### src/rtl/mipi_tx_pkg.sv
// Shared types for the D-PHY transmit lane controllers: sequencer states,
// LP line-state encodings and the registered pad-control bundle.
package mipi_tx_pkg;

  typedef enum logic [3:0] {
    STOP, HS_RQST, HS_PREP, HS_ZERO, HS_PRE, HS_CLK,
    HS_POST, HS_TRAIL, HS_EXIT, ULPS_RQST, ULPS, ULPS_EXIT
  } state_t;

  // {DTXLPP, DTXLPN}
  typedef logic [1:0] lp_t;
  localparam lp_t LP11 = 2'b11;
  localparam lp_t LP10 = 2'b10;
  localparam lp_t LP01 = 2'b01;
  localparam lp_t LP00 = 2'b00;

  typedef struct packed {
    lp_t  lp;
    logic lpen;
    logic hsen;
    logic gate;
    logic clkact;
    logic stop;
    logic ulpsn;
  } pad_ctrl_t;

  localparam pad_ctrl_t PAD_RESET = '{lp: LP11, lpen: 1'b1, hsen: 1'b0, gate: 1'b1,
                                      clkact: 1'b0, stop: 1'b1, ulpsn: 1'b1};

  // Moore decode; LP lines are parked at LP-00 whenever the LP driver is off.
  function automatic pad_ctrl_t pad_decode(state_t s);
    pad_ctrl_t p;
    p      = PAD_RESET;
    p.stop = 1'b0;
    case (s)
      STOP:      p.stop = 1'b1;
      HS_RQST:   p.lp = LP01;
      HS_PREP:   p.lp = LP00;
      HS_ZERO, HS_TRAIL: begin
        p.lp = LP00; p.lpen = 1'b0; p.hsen = 1'b1;
      end
      HS_PRE, HS_POST: begin
        p.lp = LP00; p.lpen = 1'b0; p.hsen = 1'b1; p.gate = 1'b0;
      end
      HS_CLK: begin
        p.lp = LP00; p.lpen = 1'b0; p.hsen = 1'b1; p.gate = 1'b0; p.clkact = 1'b1;
      end
      ULPS_RQST: p.lp = LP10;
      ULPS: begin
        p.lp = LP00; p.ulpsn = 1'b0;
      end
      ULPS_EXIT: begin
        p.lp = LP10; p.ulpsn = 1'b0;
      end
      default: ;
    endcase
    return p;
  endfunction

endpackage

### src/rtl/mipi_clock_lane_tx_ctrl_if.sv
// PPI request inputs and clock-lane pad controls of the clock-lane transmitter.
interface mipi_clock_lane_tx_ctrl_if;
  logic TXREQUESTHS;
  logic TXULPSCLK;
  logic TXULPSEXIT;
  logic DTXLPP;
  logic DTXLPN;
  logic TXLPEN;
  logic TXHSEN;
  logic TXHSPD;
  logic TXHSGATE;
  logic CLKACTIVE;
  logic STOPSTATE;
  logic ULPSACTIVENOT;

  modport master (
    output TXREQUESTHS, TXULPSCLK, TXULPSEXIT,
    input  DTXLPP, DTXLPN, TXLPEN, TXHSEN, TXHSPD, TXHSGATE,
           CLKACTIVE, STOPSTATE, ULPSACTIVENOT
  );

  modport slave (
    input  TXREQUESTHS, TXULPSCLK, TXULPSEXIT,
    output DTXLPP, DTXLPN, TXLPEN, TXHSEN, TXHSPD, TXHSGATE,
           CLKACTIVE, STOPSTATE, ULPSACTIVENOT
  );
endinterface

### src/rtl/mipi_tx_timer.sv
// Loadable down-counter with zero flag; counts down to 0 and holds there.
module mipi_tx_timer #(
  parameter int CNT_W = 16
) (
  input  logic             clk_i,
  input  logic             rst_n_i,
  input  logic             load_i,
  input  logic [CNT_W-1:0] load_val_i,
  output logic             zero_o
);
  logic [CNT_W-1:0] cnt_q;

  always_ff @(posedge clk_i or negedge rst_n_i) begin
    if (!rst_n_i)            cnt_q <= '0;
    else if (load_i)         cnt_q <= load_val_i;
    else if (cnt_q != '0)    cnt_q <= cnt_q - 1'b1;
  end

  assign zero_o = (cnt_q == '0);
endmodule

### src/rtl/mipi_clock_lane_tx_ctrl.sv
// Master clock-lane sequencer: LP-11 -> LP-01 -> LP-00 -> HS-0 -> clock -> trail
// -> LP-11, plus ULPS entry/exit. Outputs are registered decodes of next state.
module mipi_clock_lane_tx_ctrl
  import mipi_tx_pkg::*;
#(
  parameter int CNT_W         = 16,
  parameter int T_LPX         = 2,
  parameter int T_CLK_PREPARE = 3,
  parameter int T_CLK_ZERO    = 10,
  parameter int T_CLK_PRE     = 4,
  parameter int T_CLK_POST    = 6,
  parameter int T_CLK_TRAIL   = 3,
  parameter int T_HS_EXIT     = 5,
  parameter int T_WAKEUP      = 20
) (
  input logic                     BYTECLK,
  input logic                     RST_N,
  mipi_clock_lane_tx_ctrl_if.slave ppi
);
  typedef logic [CNT_W-1:0] cnt_t;

  state_t    state_q, state_d;
  pad_ctrl_t pad_q;
  logic      tmr_zero, tmr_load;
  cnt_t      tmr_val;

  // Load value makes a timed state last exactly T cycles.
  function automatic cnt_t dwell(state_t s);
    case (s)
      HS_RQST, ULPS_RQST: return cnt_t'(T_LPX - 1);
      HS_PREP:            return cnt_t'(T_CLK_PREPARE - 1);
      HS_ZERO:            return cnt_t'(T_CLK_ZERO - 1);
      HS_PRE:             return cnt_t'(T_CLK_PRE - 1);
      HS_POST:            return cnt_t'(T_CLK_POST - 1);
      HS_TRAIL:           return cnt_t'(T_CLK_TRAIL - 1);
      HS_EXIT:            return cnt_t'(T_HS_EXIT - 1);
      ULPS_EXIT:          return cnt_t'(T_WAKEUP - 1);
      default:            return '0;
    endcase
  endfunction

  always_comb begin
    state_d = state_q;
    case (state_q)
      STOP: begin
        if (ppi.TXREQUESTHS)    state_d = HS_RQST;
        else if (ppi.TXULPSCLK) state_d = ULPS_RQST;
      end
      HS_RQST:   if (tmr_zero) state_d = HS_PREP;
      HS_PREP:   if (tmr_zero) state_d = HS_ZERO;
      HS_ZERO:   if (tmr_zero) state_d = HS_PRE;
      HS_PRE:    if (tmr_zero) state_d = HS_CLK;
      HS_CLK:    if (!ppi.TXREQUESTHS) state_d = HS_POST;
      HS_POST:   if (tmr_zero) state_d = HS_TRAIL;
      HS_TRAIL:  if (tmr_zero) state_d = HS_EXIT;
      HS_EXIT:   if (tmr_zero) state_d = STOP;
      ULPS_RQST: if (tmr_zero) state_d = ULPS;
      ULPS:      if (ppi.TXULPSEXIT) state_d = ULPS_EXIT;
      ULPS_EXIT: if (tmr_zero) state_d = STOP;
      default:   state_d = STOP;
    endcase
  end

  assign tmr_load = (state_d != state_q);
  assign tmr_val  = dwell(state_d);

  mipi_tx_timer #(.CNT_W(CNT_W)) u_timer (
    .clk_i      (BYTECLK),
    .rst_n_i    (RST_N),
    .load_i     (tmr_load),
    .load_val_i (tmr_val),
    .zero_o     (tmr_zero)
  );

  always_ff @(posedge BYTECLK or negedge RST_N) begin
    if (!RST_N) begin
      state_q <= STOP;
      pad_q   <= PAD_RESET;
    end else begin
      state_q <= state_d;
      pad_q   <= pad_decode(state_d);
    end
  end

  assign ppi.DTXLPP        = pad_q.lp[1];
  assign ppi.DTXLPN        = pad_q.lp[0];
  assign ppi.TXLPEN        = pad_q.lpen;
  assign ppi.TXHSEN        = pad_q.hsen;
  assign ppi.TXHSPD        = ~pad_q.hsen;
  assign ppi.TXHSGATE      = pad_q.gate;
  assign ppi.CLKACTIVE     = pad_q.clkact;
  assign ppi.STOPSTATE     = pad_q.stop;
  assign ppi.ULPSACTIVENOT = pad_q.ulpsn;
endmodule

### src/flat_wrapper.sv
// flat-port wrapper written by rule: the top's interface ports become plain ports
module mipi_clock_lane_tx_ctrl_flat import mipi_tx_pkg::*;
#(
  parameter int CNT_W         = 16,
  parameter int T_LPX         = 2,
  parameter int T_CLK_PREPARE = 3,
  parameter int T_CLK_ZERO    = 10,
  parameter int T_CLK_PRE     = 4,
  parameter int T_CLK_POST    = 6,
  parameter int T_CLK_TRAIL   = 3,
  parameter int T_HS_EXIT     = 5,
  parameter int T_WAKEUP      = 20
)
  (BYTECLK, RST_N, ppi_TXREQUESTHS, ppi_TXULPSCLK, ppi_TXULPSEXIT, ppi_DTXLPP, ppi_DTXLPN, ppi_TXLPEN, ppi_TXHSEN, ppi_TXHSPD, ppi_TXHSGATE, ppi_CLKACTIVE, ppi_STOPSTATE, ppi_ULPSACTIVENOT);
  mipi_clock_lane_tx_ctrl_if ppi_i ();
  input logic BYTECLK;
  input logic RST_N;
  input wire logic [$bits(ppi_i.TXREQUESTHS)-1:0] ppi_TXREQUESTHS;
  input wire logic [$bits(ppi_i.TXULPSCLK)-1:0] ppi_TXULPSCLK;
  input wire logic [$bits(ppi_i.TXULPSEXIT)-1:0] ppi_TXULPSEXIT;
  output wire logic [$bits(ppi_i.DTXLPP)-1:0] ppi_DTXLPP;
  output wire logic [$bits(ppi_i.DTXLPN)-1:0] ppi_DTXLPN;
  output wire logic [$bits(ppi_i.TXLPEN)-1:0] ppi_TXLPEN;
  output wire logic [$bits(ppi_i.TXHSEN)-1:0] ppi_TXHSEN;
  output wire logic [$bits(ppi_i.TXHSPD)-1:0] ppi_TXHSPD;
  output wire logic [$bits(ppi_i.TXHSGATE)-1:0] ppi_TXHSGATE;
  output wire logic [$bits(ppi_i.CLKACTIVE)-1:0] ppi_CLKACTIVE;
  output wire logic [$bits(ppi_i.STOPSTATE)-1:0] ppi_STOPSTATE;
  output wire logic [$bits(ppi_i.ULPSACTIVENOT)-1:0] ppi_ULPSACTIVENOT;
  assign ppi_i.TXREQUESTHS = ppi_TXREQUESTHS;
  assign ppi_i.TXULPSCLK = ppi_TXULPSCLK;
  assign ppi_i.TXULPSEXIT = ppi_TXULPSEXIT;
  assign ppi_DTXLPP = ppi_i.DTXLPP;
  assign ppi_DTXLPN = ppi_i.DTXLPN;
  assign ppi_TXLPEN = ppi_i.TXLPEN;
  assign ppi_TXHSEN = ppi_i.TXHSEN;
  assign ppi_TXHSPD = ppi_i.TXHSPD;
  assign ppi_TXHSGATE = ppi_i.TXHSGATE;
  assign ppi_CLKACTIVE = ppi_i.CLKACTIVE;
  assign ppi_STOPSTATE = ppi_i.STOPSTATE;
  assign ppi_ULPSACTIVENOT = ppi_i.ULPSACTIVENOT;
  mipi_clock_lane_tx_ctrl #(.CNT_W(CNT_W), .T_LPX(T_LPX), .T_CLK_PREPARE(T_CLK_PREPARE), .T_CLK_ZERO(T_CLK_ZERO), .T_CLK_PRE(T_CLK_PRE), .T_CLK_POST(T_CLK_POST), .T_CLK_TRAIL(T_CLK_TRAIL), .T_HS_EXIT(T_HS_EXIT), .T_WAKEUP(T_WAKEUP)) u_core (.BYTECLK(BYTECLK), .RST_N(RST_N), .ppi(ppi_i));
endmodule
### config.mk
export PLATFORM = sky130hd
export DESIGN_NAME = mipi_clock_lane_tx_ctrl_flat
export DESIGN_NICKNAME = d
export VERILOG_FILES = /design/src/rtl/mipi_tx_pkg.sv /design/src/rtl/mipi_clock_lane_tx_ctrl_if.sv /design/src/rtl/mipi_tx_timer.sv /design/src/rtl/mipi_clock_lane_tx_ctrl.sv /design/src/flat_wrapper.sv
export SDC_FILE = /design/constraint.sdc
export NUM_CORES = 1
export LEC_CHECK = 0
export CAP_MARGIN = 20
export CORE_MARGIN = 5
export CORE_UTILIZATION = 35
export CTS_BUF_LIST = sky130_fd_sc_hd__clkbuf_8 sky130_fd_sc_hd__clkbuf_16
export DETAILED_ROUTE_END_ITERATION = 8
export PLACE_DENSITY = 0.57
export SLEW_MARGIN = 20
export SYNTH_ARGS = -nofsm -noshare
export SYNTH_HDL_FRONTEND = slang
export SYNTH_SLANG_ARGS = --single-unit
### constraint.sdc
create_clock -name BYTECLK -period 3 [get_ports BYTECLK]
set_input_delay 0.6 -clock BYTECLK [delete_from_list [all_inputs] [get_ports BYTECLK]]
set_output_delay 0.6 -clock BYTECLK [all_outputs]
set_load 0.1 [all_outputs]
==> results of run 1 <==
## routing by layer
layer | part of all wire [%] | up-vias
li1 | - | 647
met1 | 49 | 646
met2 | 47 | 21
met3 | 3.7 | 2
met4 | 0.23 | 0
met5 | 0 | -
## synthesized netlist by cell type, types with 2 or more instances
master,instances,area (µm²)
a21oi_1,11,55.1
a21oi_2,2,17.5
a32oi_1,2,17.5
and2_1,3,18.8
buf_2,2,10.0
clkbuf_1,4,15.0
dfrtp_1,22,551
dfstp_2,6,158
ha_1,5,62.6
inv_1,6,22.5
nand2_1,12,45.0
nand2b_1,4,25.0
nand3_1,8,40.0
nor2_1,19,71.3
nor2b_1,3,18.8
nor3_1,4,20.0
nor3b_1,3,22.5
nor4_1,3,18.8
nor4_2,2,25.0
o211ai_1,2,15.0
o21ai_0,5,25.0
o21ai_1,4,20.0
o31a_1,2,17.5
o31ai_1,3,22.5
or4_1,2,15.0
xnor2_1,8,70.1
xor2_1,3,26.3
## cell usage in the layout, fill, tap and decap left out, types with 5 or more instances in the layout
| cell type | instances |
|---|---|
| a21oi_1 | 11 |
| xnor2_1 | 8 |
| ha_1 | 5 |
| o21ai_0 | 5 |
| dfstp_2 | 6 |
| nand2_1 | 12 |
| nand3_1 | 8 |
| nor2_1 | 19 |
| dfrtp_1 | 22 |
| inv_1 | 6 |
| buf_4 | 13 |
## through the flow
step	area [µm²]	std cells	hold WS (ns)
after floorplan	1640	171	0.304
after global placement	1820	236	0.539
after detailed placement	1820	236	0.558
after CTS	1880	240	0.573
after global routing	1880	240	0.594
final	1880	240	0.564
## layout make-up
class | instances | area share, %
clock buffers | 4 | 2.94
inverters | 7 | 1.40
multi-input cells | 130 | 47.0
flip-flops and latches | 28 | 37.8
well taps | 54 | 3.60
repair buffers | 17 | 7.34
## how the worst min path moves through the flow
stage                            startpoint                 endpoint  slack, ns
finish              u_core.u_timer.cnt_q[7]  u_core.u_timer.cnt_q[7]       0.56
global route        u_core.u_timer.cnt_q[7]  u_core.u_timer.cnt_q[7]       0.59
CTS                 u_core.u_timer.cnt_q[7]  u_core.u_timer.cnt_q[7]       0.57
detailed placement  u_core.u_timer.cnt_q[7]  u_core.u_timer.cnt_q[7]       0.56
global placement    u_core.u_timer.cnt_q[7]  u_core.u_timer.cnt_q[7]       0.54
floorplan                             RST_N     u_core.ppi.CLKACTIVE       0.30
## cell families (layout without fill, tap and decap cells)
logic type	count (synthesis)	after routing	share of synthesized area, %
adders and majority gates	5	5	3.81
xor gates and xnor gates	11	11	5.87
AOI/OAI and AO/OA	42	42	18.7
DFF	28	28	43.2
and+or+nand+nor	71	71	24.6
muxes	1	1	0.686
buffers and inverters	13	28	3.13
## power groups by stage
stage	clock network [µW]	registers (µW)	logic [µW]
2_1_floorplan	0	681	442
3_3_place_gp	0	669	570
3_5_place_dp	0	678	578
4_1_cts	242	671	582
5_1_grt	264	694	655
6_report	238	674	576
## critical path, delay by kind of cell (launching register included)
family / cells / cell delay (ns)
adders and majority gates: 2 / 0.48
DFF: 1 / 0.41
buffers and inverters: 2 / 0.20
AOI/OAI and AO/OA: 2 / 0.48
and+or+nand+nor: 4 / 1.08
==> impl_metrics.json, run 1 <==
{
  "cp_max_fo": 5,
  "insertion_delay_ns": 0.27,
  "remaining_drc_errors": 0,
  "ant_nets": 0,
  "async_reset_ff_share_pct": 100,
  "power.leakage_uw": 0.000744,
  "fp.dieW_um": 78.5,
  "fin_ws_ns": 0.255,
  "area_growth_pct": 14.3,
  "max-clock-path-buffers": 2,
  "place_ws_ns": 0.290,
  "rows": 25,
  "routed_wl_um": 3470,
  "post_drt_wl_per_cell_um": 14.5,
  "power_uw": 1490,
  "syn-num-nets": 181,
  "crit_path_start_kind": "flop",
  "layout-drive-gt1-share_pct": 18.8,
  "p_int_uw": 871,
  "relSlewSlack_pct": 49.6,
  "worst_pin_slew_ns": 0.755,
  "fp.dieArea_um2": 6160,
  "rr_worst_depth": 10,
  "io_buffers": 13,
  "cts.htree.levels": 1,
  "ctsResizeCount": 0,
  "whs_path_depth": 2,
  "seqCellArea_um2": 708,
  "tritoncts": "done",
  "grt_util_met1_pct": 16.4,
  "cp_slowest_stage_delay_ns": 0.52,
  "routed_via_density": 5.48,
  "grt_pass1_vias": 1300,
  "clkTransAtPathRegs_ns": 0.10,
  "met2_usage_pct": 19.7,
  "period_minus_slack_ns": 2.74,
  "track_usage_pct": 12.0,
  "finClkSkew_ns": 0.00258,
  "root_buffer": "clkbuf_8",
  "hpwl_um": 2490,
  "cts_buffers": 3,
  "worstPathCellList": "inv_1 > ha_1 > nor3b_1 > nand4_1 > or4_1 > nand3_2 > inv_1 > ha_1 > o31a_1 > a21o_1",
  "slowest_stage": "or4_1",
  "crit_arrival_ns": 2.92,
  "grt_pass1_wl_um": 6030,
  "syn_area_per_cell_um2": 9.59,
  "netlist_area_um2": 1640,
  "cp-startpoint": "u_core.u_timer.cnt_q[0]",
  "worst_ep_required_time_ns": 3.18,
  "finalHoldViolCount": 0,
  "ys_ff_latch": 28,
  "yosysSeqAreaShare_pct": 43.2,
  "fin_util_pct": 40.5,
  "drv_slew": 0,
  "top_register": "u_core.u_timer.cnt_q",
  "p_comb_share_pct": 38.7,
  "place_congestion": 0.799,
  "hold_buffers": 0,
  "drv_cap": 0,
  "finalSetupTns_ns": 0,
  "post-route-period-util_pct": 91.5,
  "synth_cells": 171,
  "synth_edf_count": 0,
  "grt.met3_usage_pct": 2.41,
  "multi_input_area_um2": 881,
  "critPathKind": "reg2reg",
  "holdCritPathClass": "reg2reg",
  "synth-main-ff-cell": "dfrtp_1",
  "powerDensity_nw_per_um2": 794,
  "r2r_end": "u_core.ppi.TXHSEN",
  "rrSetupSlack_ns": 0.26,
  "cts.sinks": 28,
  "crit_path_end": "u_core.ppi.TXHSEN",
  "cp-end-kind": "flop",
  "yosys_warnings": 0,
  "die_y_um": 78.5,
  "fill_cells": 459,
  "post_cts_buffers": 0,
  "crit-reg2reg-launch": "u_core.u_timer.cnt_q[0]",
  "swShare_pct": 41.5,
  "ir_drop_mv": 0.303,
  "drt_first_iter_violations": 69,
  "grt_busiest_layer": "met2",
  "p_switching_uw": 618,
  "grt_start_max_net_pins": 29,
  "pin_count": 14,
  "vias": 1316,
  "seqPwrFrac_pct": 45.3,
  "power_frac_clock_pct": 16.0,
  "setup_viol": 0,
  "dr.pass1.iters": 4,
  "rsz0062_at_grt": "false",
  "core_region_area_um2": 4630,
  "antenna_found_initial": 0,
  "reg.largest.list": "u_core.u_timer.cnt_q: 16 flops, u_core.state_q: 4 flops",
  "max_freq_ghz": 0.364,
  "ys_types": 48,
  "final_nets": 197,
  "largest_reg_flops": 16,
  "globalRouteOverflowTotal": 0,
  "diodes": 0,
  "status": "complete, no violations",
  "start_util_pct": 35.4
}
Note: power is estimated with default switching activity, not from simulation.
==> run 2, diff against run 1 <==
--- a/config.mk
+++ b/config.mk
@@ -6,11 +6,14 @@
 export NUM_CORES = 1
 export LEC_CHECK = 0
 export CAP_MARGIN = 20
+export CELL_PAD_IN_SITES_DETAIL_PLACEMENT = 2
+export CELL_PAD_IN_SITES_GLOBAL_PLACEMENT = 2
 export CORE_MARGIN = 5
 export CORE_UTILIZATION = 35
 export CTS_BUF_LIST = sky130_fd_sc_hd__clkbuf_8 sky130_fd_sc_hd__clkbuf_16
 export DETAILED_ROUTE_END_ITERATION = 8
-export PLACE_DENSITY = 0.57
+export PLACE_DENSITY = 0.8
+export RECOVER_POWER = 25
 export SLEW_MARGIN = 20
 export SYNTH_ARGS = -nofsm -noshare
 export SYNTH_HDL_FRONTEND = slang
==> run 2 against run 1 <==
The flow now finishes with violations (max-capacitance violations, max-slew violations). Hold slack improved by 0.020 ns. Maximum frequency rose by 1.5%. Clock power is 27% higher. Non-clock buffer count unchanged. Die area stayed put. Core utilization rose by 0.43 points. Cell count unchanged. Critical endpoint is now u_core.ppi.DTXLPP. Largest cell class unchanged. Largest power group unchanged.
==> impl_metrics.json, run 2 (same netlist as run 1, synthesis figures left out) <==
{
  "status": "finished, violations left",
  "failed_checks": "max-capacitance violations, max-slew violations",
  "holdCritPathClass": "reg2reg",
  "area_growth_pct": 15.6,
  "post-route-period-util_pct": 90.1,
  "finalHoldViolCount": 0,
  "place_congestion": 0.743,
  "cts_buffers": 3,
  "cp-end-kind": "flop",
  "insertion_delay_ns": 0.28,
  "routed_wl_um": 4490,
  "max_freq_ghz": 0.370,
  "worst_pin_slew_ns": 1.54,
  "power_uw": 1620,
  "powerDensity_nw_per_um2": 855,
  "max-clock-path-buffers": 2,
  "power.leakage_uw": 0.000749,
  "cp-startpoint": "u_core.u_timer.cnt_q[0]",
  "rows": 25,
  "start_util_pct": 35.4,
  "top_register": "u_core.u_timer.cnt_q",
  "antenna_found_initial": 0,
  "crit_path_start_kind": "flop",
  "fin_util_pct": 40.9,
  "fp.dieW_um": 78.5,
  "cts.htree.levels": 1,
  "critPathKind": "reg2reg",
  "dp_cells": 236,
  "cts.sinks": 28,
  "dr.pass1.iters": 4,
  "min_from": "u_core.u_timer.cnt_q[7]",
  "track_usage_pct": 16.6,
  "reg.largest.list": "u_core.u_timer.cnt_q: 16 flops, u_core.state_q: 4 flops",
  "fill_cells": 519,
  "clkTransAtPathRegs_ns": 0.10,
  "remaining_drc_errors": 0,
  "die_y_um": 78.5,
  "ir_drop_mv": 0.421,
  "grt_start_max_net_pins": 29,
  "hold_buffers": 0,
  "largest_reg_flops": 16,
  "post_drt_wl_per_cell_um": 18.7,
  "globalRouteOverflowTotal": 0,
  "diodes": 0,
  "routed_via_density": 5.69,
  "ant_nets": 0,
  "fin_cells": 240,
  "cp_max_fo": 7,
  "final_common_cell": "dfrtp_1",
  "crit_arrival_ns": 2.92,
  "fp.dieArea_um2": 6160,
  "core_region_area_um2": 4630,
  "drt_first_iter_violations": 37,
  "grt_pass1_wl_um": 7970,
  "drv_slew": 29,
  "tritoncts": "done",
  "finClkSkew_ns": 0.00434,
  "root_buffer": "clkbuf_8",
  "pin_count": 14,
  "drv_cap": 1,
  "layout-drive-gt1-share_pct": 19.4,
  "vias": 1365,
  "grt_pass1_vias": 1591,
  "setup_viol": 0,
  "hpwl_um": 3300,
  "rsz0062_at_grt": "false",
  "finalSetupTns_ns": 0,
  "worst_ep_required_time_ns": 3.22,
  "period_minus_slack_ns": 2.70,
  "io_buffers": 13,
  "final_nets": 197,
  "relSlewSlack_pct": -2.50,
  "final_cell_mix": "dfrtp_1 (22), nor2_1 (18), nand2_1 (12), buf_4 (12), a21oi_1 (11)",
  "crit-reg2reg-launch": "u_core.u_timer.cnt_q[0]"
}
==> run 2: cell count changes in the layout (fill, tap and decap cells not counted), sizes merged <==
| cell | change |
|---|---|
| buf | -1 |
| bufinv | +1 |
| clkdlybuf4s50 | -1 |
| dlygate4sd3 | +1 |
==> run 2: path summary, 6_finish.rpt <==
kind	end	depth (start not counted)	slack, ns
setup / recovery	u_core.ppi.DTXLPP	11	0.30
hold / removal	u_core.u_timer.cnt_q[7]	2	0.58
setup reg to reg	u_core.ppi.DTXLPP	11	0.30
hold reg to reg	u_core.u_timer.cnt_q[7]	2	0.58
max in group asynchronous	u_core.u_timer.cnt_q[11]	2	0.89
min in group asynchronous	u_core.state_q[0]	2	1.22
==> run 2: repair_timing <==
item,4_1_cts,5_1_grt
resized for setup,0,2
setup buffers,0,0
setup endpoints to repair,0,2
==> run 2: through the flow <==
step                area [µm²]  setup WS (ns)  hold WS, ns
floorplan                 1640          0.485        0.304
global placement          1820          0.348        0.538
detailed placement        1820          0.182        0.570
CTS                       1890          0.171        0.584
global route              1900         0.0969        0.611
finish                    1900          0.296        0.584
==> run 2: cell type report <==
class	instances	area (µm²)	area share (%)
Sequential cell	28	708	37.4
Clock buffer	3	41.3	2.18
Tap cell	54	67.6	3.56
Clock inverter	1	30.0	1.58
Inverter	7	26.3	1.39
Multi-Input combinational cell	130	888	46.9
Timing Repair Buffer	17	134	7.06
==> run 2: per-layer routing <==
metal  part of all wire [%]  vias to the layer above  global-route usage (%)
met5                      0                        -                       0
met4                    1.2                        0                    4.72
met3                    2.5                        5                    3.67
met2                     54                       14                    31.3
met1                     42                      701                    18.6
li1                       -                      645                       -
==> run 2: report_power, final <==
| group | internal [µW] | leakage (µW) | switching (µW) | total, µW |
|---|---|---|---|---|
| clock | 179 | 0.0000357 | 123 | 302 |
| sequential | 505 | 0.000334 | 189 | 694 |
| combinational | 253 | 0.000379 | 372 | 625 |
| total | 937 | 0.000749 | 684 | 1620 |
==> run 2: worst max-delay path, cell delays in order, from the launching register on <==
cell,delay (ns)
dfrtp_1,0.39
inv_1,0.10
ha_1,0.25
nor3b_2,0.17
nand2_1,0.14
nor2_2,0.08
o21a_1,0.16
o211ai_1,0.33
inv_1,0.15
ha_1,0.31
nor2_1,0.20
mux2_2,0.35
